**config.mk**
```make
export PLATFORM = sky130hd
export DESIGN_NAME = xdom_pulse_receiver
export DESIGN_NICKNAME = d
export VERILOG_FILES = /design/src/rtl/xdom_pulse_receiver.sv
export SDC_FILE = /design/constraint.sdc
export NUM_CORES = 1
export LEC_CHECK = 0
export CAP_MARGIN = 20
export CORE_MARGIN = 2
export CORE_UTILIZATION = 59
export CTS_CLUSTER_SIZE = 30
export DETAILED_ROUTE_END_ITERATION = 8
export DONT_BUFFER_PORTS = 1
export PLACE_DENSITY = 0.72
export REMOVE_ABC_BUFFERS = 1
export SYNTH_ARGS = -nofsm -noshare
export SYNTH_HDL_FRONTEND = slang
export SYNTH_SLANG_ARGS = --single-unit
```
**constraint.sdc**
```tcl
create_clock -name xdom_clk_i -period 2.03 [get_ports xdom_clk_i]
set_input_delay 0.1015 -clock xdom_clk_i [delete_from_list [all_inputs] [get_ports xdom_clk_i]]
set_output_delay 0.1015 -clock xdom_clk_i [all_outputs]
set_load 0.05 [all_outputs]
```
**src/rtl/xdom_pulse_receiver.sv**
```systemverilog
// Destination-domain receiver of a four-phase request/acknowledge pulse link.
// Synchronizes the request, emits one gated pulse per request, counts deliveries, flags drop-outs.
module xdom_pulse_receiver #(
    parameter int SYNC_STAGES = 2,
    parameter int CNT_WIDTH   = 16
) (
    input  logic                 xdom_clk_i,
    input  logic                 grst_i,
    input  logic                 xdom_req_i,
    input  logic                 xdom_ready_i,
    output logic                 xdom_ack_o,
    output logic                 xdom_pulse_o,
    output logic                 busy_o,
    output logic [CNT_WIDTH-1:0] pulse_cnt_o,
    output logic                 err_o
);

    typedef enum logic [1:0] {
        IDLE = 2'd0,
        PEND = 2'd1,
        ACK  = 2'd2
    } state_t;

    logic [SYNC_STAGES-1:0] sync_q;
    logic                   req_s;
    state_t                 state_q;
    state_t                 state_d;
    logic                   deliver;
    logic                   proto_err;

    // The request is only ever observed through this shift chain.
    always_ff @(posedge xdom_clk_i or posedge grst_i) begin
        if (grst_i) begin
            sync_q <= '0;
        end else begin
            sync_q <= {sync_q[SYNC_STAGES-2:0], xdom_req_i};
        end
    end

    assign req_s = sync_q[SYNC_STAGES-1];

    always_ff @(posedge xdom_clk_i or posedge grst_i) begin
        if (grst_i) begin
            state_q <= IDLE;
        end else begin
            state_q <= state_d;
        end
    end

    always_comb begin
        state_d   = state_q;
        deliver   = 1'b0;
        proto_err = 1'b0;
        case (state_q)
            IDLE: begin
                if (req_s) begin
                    state_d = PEND;
                end
            end
            PEND: begin
                // A sender withdrawing before delivery wins over downstream readiness.
                if (!req_s) begin
                    state_d   = IDLE;
                    proto_err = 1'b1;
                end else if (xdom_ready_i) begin
                    state_d = ACK;
                    deliver = 1'b1;
                end
            end
            ACK: begin
                if (!req_s) begin
                    state_d = IDLE;
                end
            end
            default: begin
                state_d = IDLE;
            end
        endcase
    end

    // Outputs are registered from the next-state decode so they align with the FSM edge.
    always_ff @(posedge xdom_clk_i or posedge grst_i) begin
        if (grst_i) begin
            xdom_ack_o   <= 1'b0;
            xdom_pulse_o <= 1'b0;
            busy_o       <= 1'b0;
            pulse_cnt_o  <= '0;
            err_o        <= 1'b0;
        end else begin
            xdom_ack_o   <= (state_d == ACK);
            xdom_pulse_o <= deliver;
            busy_o       <= (state_d != IDLE);
            if (deliver) begin
                pulse_cnt_o <= pulse_cnt_o + CNT_WIDTH'(1);
            end
            if (proto_err) begin
                err_o <= 1'b1;
            end
        end
    end

endmodule

```
==> run metrics <==
worst path arrival time 1.79 ns; Hold Fails Final Rpt 0; Worst path depth 4; Reg2Reg Setup Slack around 0.43 ns; vias in the first global route 606; Slew Limit Fails 0; final cycle utilization of the critical path 78.8%; final wirelength 1.56 mm; row count 14; first-pass GRT wire length roughly 2.7 mm; status finished clean; Placed Cells roughly 100; maximum VDD drop 0.871 mV; Worst Hold Depth 1; worst path bufs/invs 0; cell count after synthesis 76; CP peak stage delay 0.56 ns; YS warnings 0; CTS clk-pin slew, worst paths approximately 0.13 ns; Max Fclk 625 MHz; relative slew slack 43.3%; Worst setup EP type register; DRC viols 0; GP Congestion 0.753; H-tree levels 1; All-Layer GR Usage 18.1%; critical path class register to register; Core Box Area roughly 1500 sq um; worst hold slack 0.0534 ns; CTS root buf clkbuf_4; layout cell share with drive strength beyond 1 27.4%; Crit-path slowest cell or4_4; Vias/cell 5.32; Ant. Diodes 0; Post-Syn Area 1000 sq um; die area between 2000 and 2500 sq um; crit-path cells nand4b_4 -> or4_4 -> nand2b_4 -> xnor2_2; setup TNS 0 ns; CP max FO 5; GR Overflow Total 0; Initial DRC Count 5; FF+latch count, synth 24; Final HPWL DP around 1.1 mm; Initial Utilization roughly 65%; TritonCTS clock tree done; # setup viols final 0; P_leak 0.612 nW; Clock Latency Late Sink 0.30 ns; clock skew 0.00985 ns; post-CTS setup buffer count 0; Routed Antenna Nets 0; RSZ-0062 raised after global routing false; largest net degree at the start of global routing 25; Resized cells post-CTS 0; maximum buffer depth of the clock tree 2; CP delay by family, top simple AND/OR/NAND/NOR gates; dpl cell area 1120 sq um; Hold Path Class input pin to register; critical path launch point type register; clock buffer count from CTS 3; Req. time, crit path around 2.2 ns; post-synthesis sequential area ratio 59.9%; Area growth syn-to-layout 18.0%; clk sinks 24; worst slew pin tran approximately 0.85 ns; crit path to pulse_cnt_o[14]$_DFFE_PP0P_; Crit Reg-Reg Endpoint pulse_cnt_o[14]$_DFFE_PP0P_; Cell Count, Final, Fillers Out between 100 and 150; Final #Nets roughly 100; commonest cells after routing, fill and taps aside dfrtp_1, buf_4, xnor2_1; fin area about 1200 sq um; # Max-Cap Violations 0; pwr/cell area 974 nW/um^2; FF-to-FF path depth 4; hold buffers post-CTS 3; Reg2Reg Launch Point state_q[1]$_DFF_PP0_; Final min period 1.60 ns; Yosys cell types 25; vias 591; Avg Cell Area, Syn 13.2 sq um; die height 45.2 um; DRT Pass-1 Iters 4; launch point of the worst path state_q[1]$_DFF_PP0_; I/O pins 24; die width 45.2 um; most common cell after layout, fill and taps aside dfrtp_1; drt wl/cell 14.1 um; IO buf count 0; initial antenna violation count 0
flip-flops by register name, indices dropped and copies added, names as in the netlist:
signal	flops
pulse_cnt_o	16
state_q	2
sync_q	2
busy_o	1
err_o	1
xdom_ack_o	1
xdom_pulse_o	1
kinds of logic (layout without fill, tap and decap cells):
logic type                 after synthesis  count (layout)  share of synthesized area (%)
AOI/OAI and AO/OA                        5               5                           3.00
and+or+nand+nor                         26              26                           18.6
adders and majority gates                1               1                           1.25
muxes                                    1               1                           1.12
DFF                                     24              24                           59.9
xor gates and xnor gates                15              15                           14.6
buffers and inverters                    4              23                           1.50
routing by layer:
| metal | vias up | part of all wire (%) | routed length [um] | track usage, % |
|---|---|---|---|---|
| li1 | 293 | - | - | - |
| met1 | 286 | 47 | 730 | 25.7 |
| met2 | 10 | 49 | 765 | 27.7 |
| met3 | 2 | 3.5 | 54 | 3.20 |
| met4 | 0 | 0.83 | 13 | 7.06 |
| met5 | - | 0 | 0 | 0 |
cell usage after synthesis, drive strengths merged:
cell type  number  area share, %
nand4           2            1.2
mux2            1            1.1
nand2           4            1.5
nand3           5            2.5
a211oi          1           0.75
and3            3            1.9
clkbuf          1           0.37
inv             3            1.1
nor3            1           0.50
nor2            3            1.4
xor2            5            4.4
or4             1            1.1
nor2b           1           0.62
xnor2          10             10
dfrtp          24             60
nand4b          1            2.4
and4            1           0.87
a21o            1           0.75
ha              1            1.2
nor4            1            1.2
a21oi           3            1.5
nand2b          3            3.4
cell type report:
type,instances,area [sq um]
tap,16,20.0
sequential,24,601
multi-input combinational,48,387
inverter,3,11.3
timing repair buffer,16,128
clock buffer,4,36.3
fill,98,359
worst min path at each step:
| stage | start | endpoint | slack, ns |
|---|---|---|---|
| floorplan | grst_i | busy_o$_DFF_PP0_ | 0.12 |
| global placement | xdom_req_i | sync_q[0]$_DFF_PP0_ | 0.13 |
| detailed placement | xdom_req_i | sync_q[0]$_DFF_PP0_ | 0.13 |
| CTS | xdom_ready_i | xdom_pulse_o$_DFF_PP0_ | 0.05 |
| global route | xdom_ready_i | xdom_pulse_o$_DFF_PP0_ | 0.03 |
| finish | xdom_ready_i | xdom_pulse_o$_DFF_PP0_ | 0.05 |
through the flow:
stage	worst slack [ns]	total power, W	utilization (%)
after floorplan	0.0892	0.000820	-
after global placement	0.454	0.000910	72.4
after detailed placement	0.439	0.000918	72.4
after CTS	0.411	0.00116	76.7
after global routing	0.290	0.00121	76.7
final	0.431	0.00115	76.7
where the power goes:
| part | total [W] | leakage [nW] | switching [W] | internal (W) |
|---|---|---|---|---|
| Clock | 0.000241 | 0.0210 | 0.000132 | 0.000109 |
| Combinational | 0.000333 | 0.281 | 0.000232 | 0.000101 |
| Sequential | 0.000578 | 0.309 | 0.0000501 | 0.000528 |
| Total | 0.00115 | 0.612 | 0.000414 | 0.000738 |
Power figures use the tool's default switching activity.
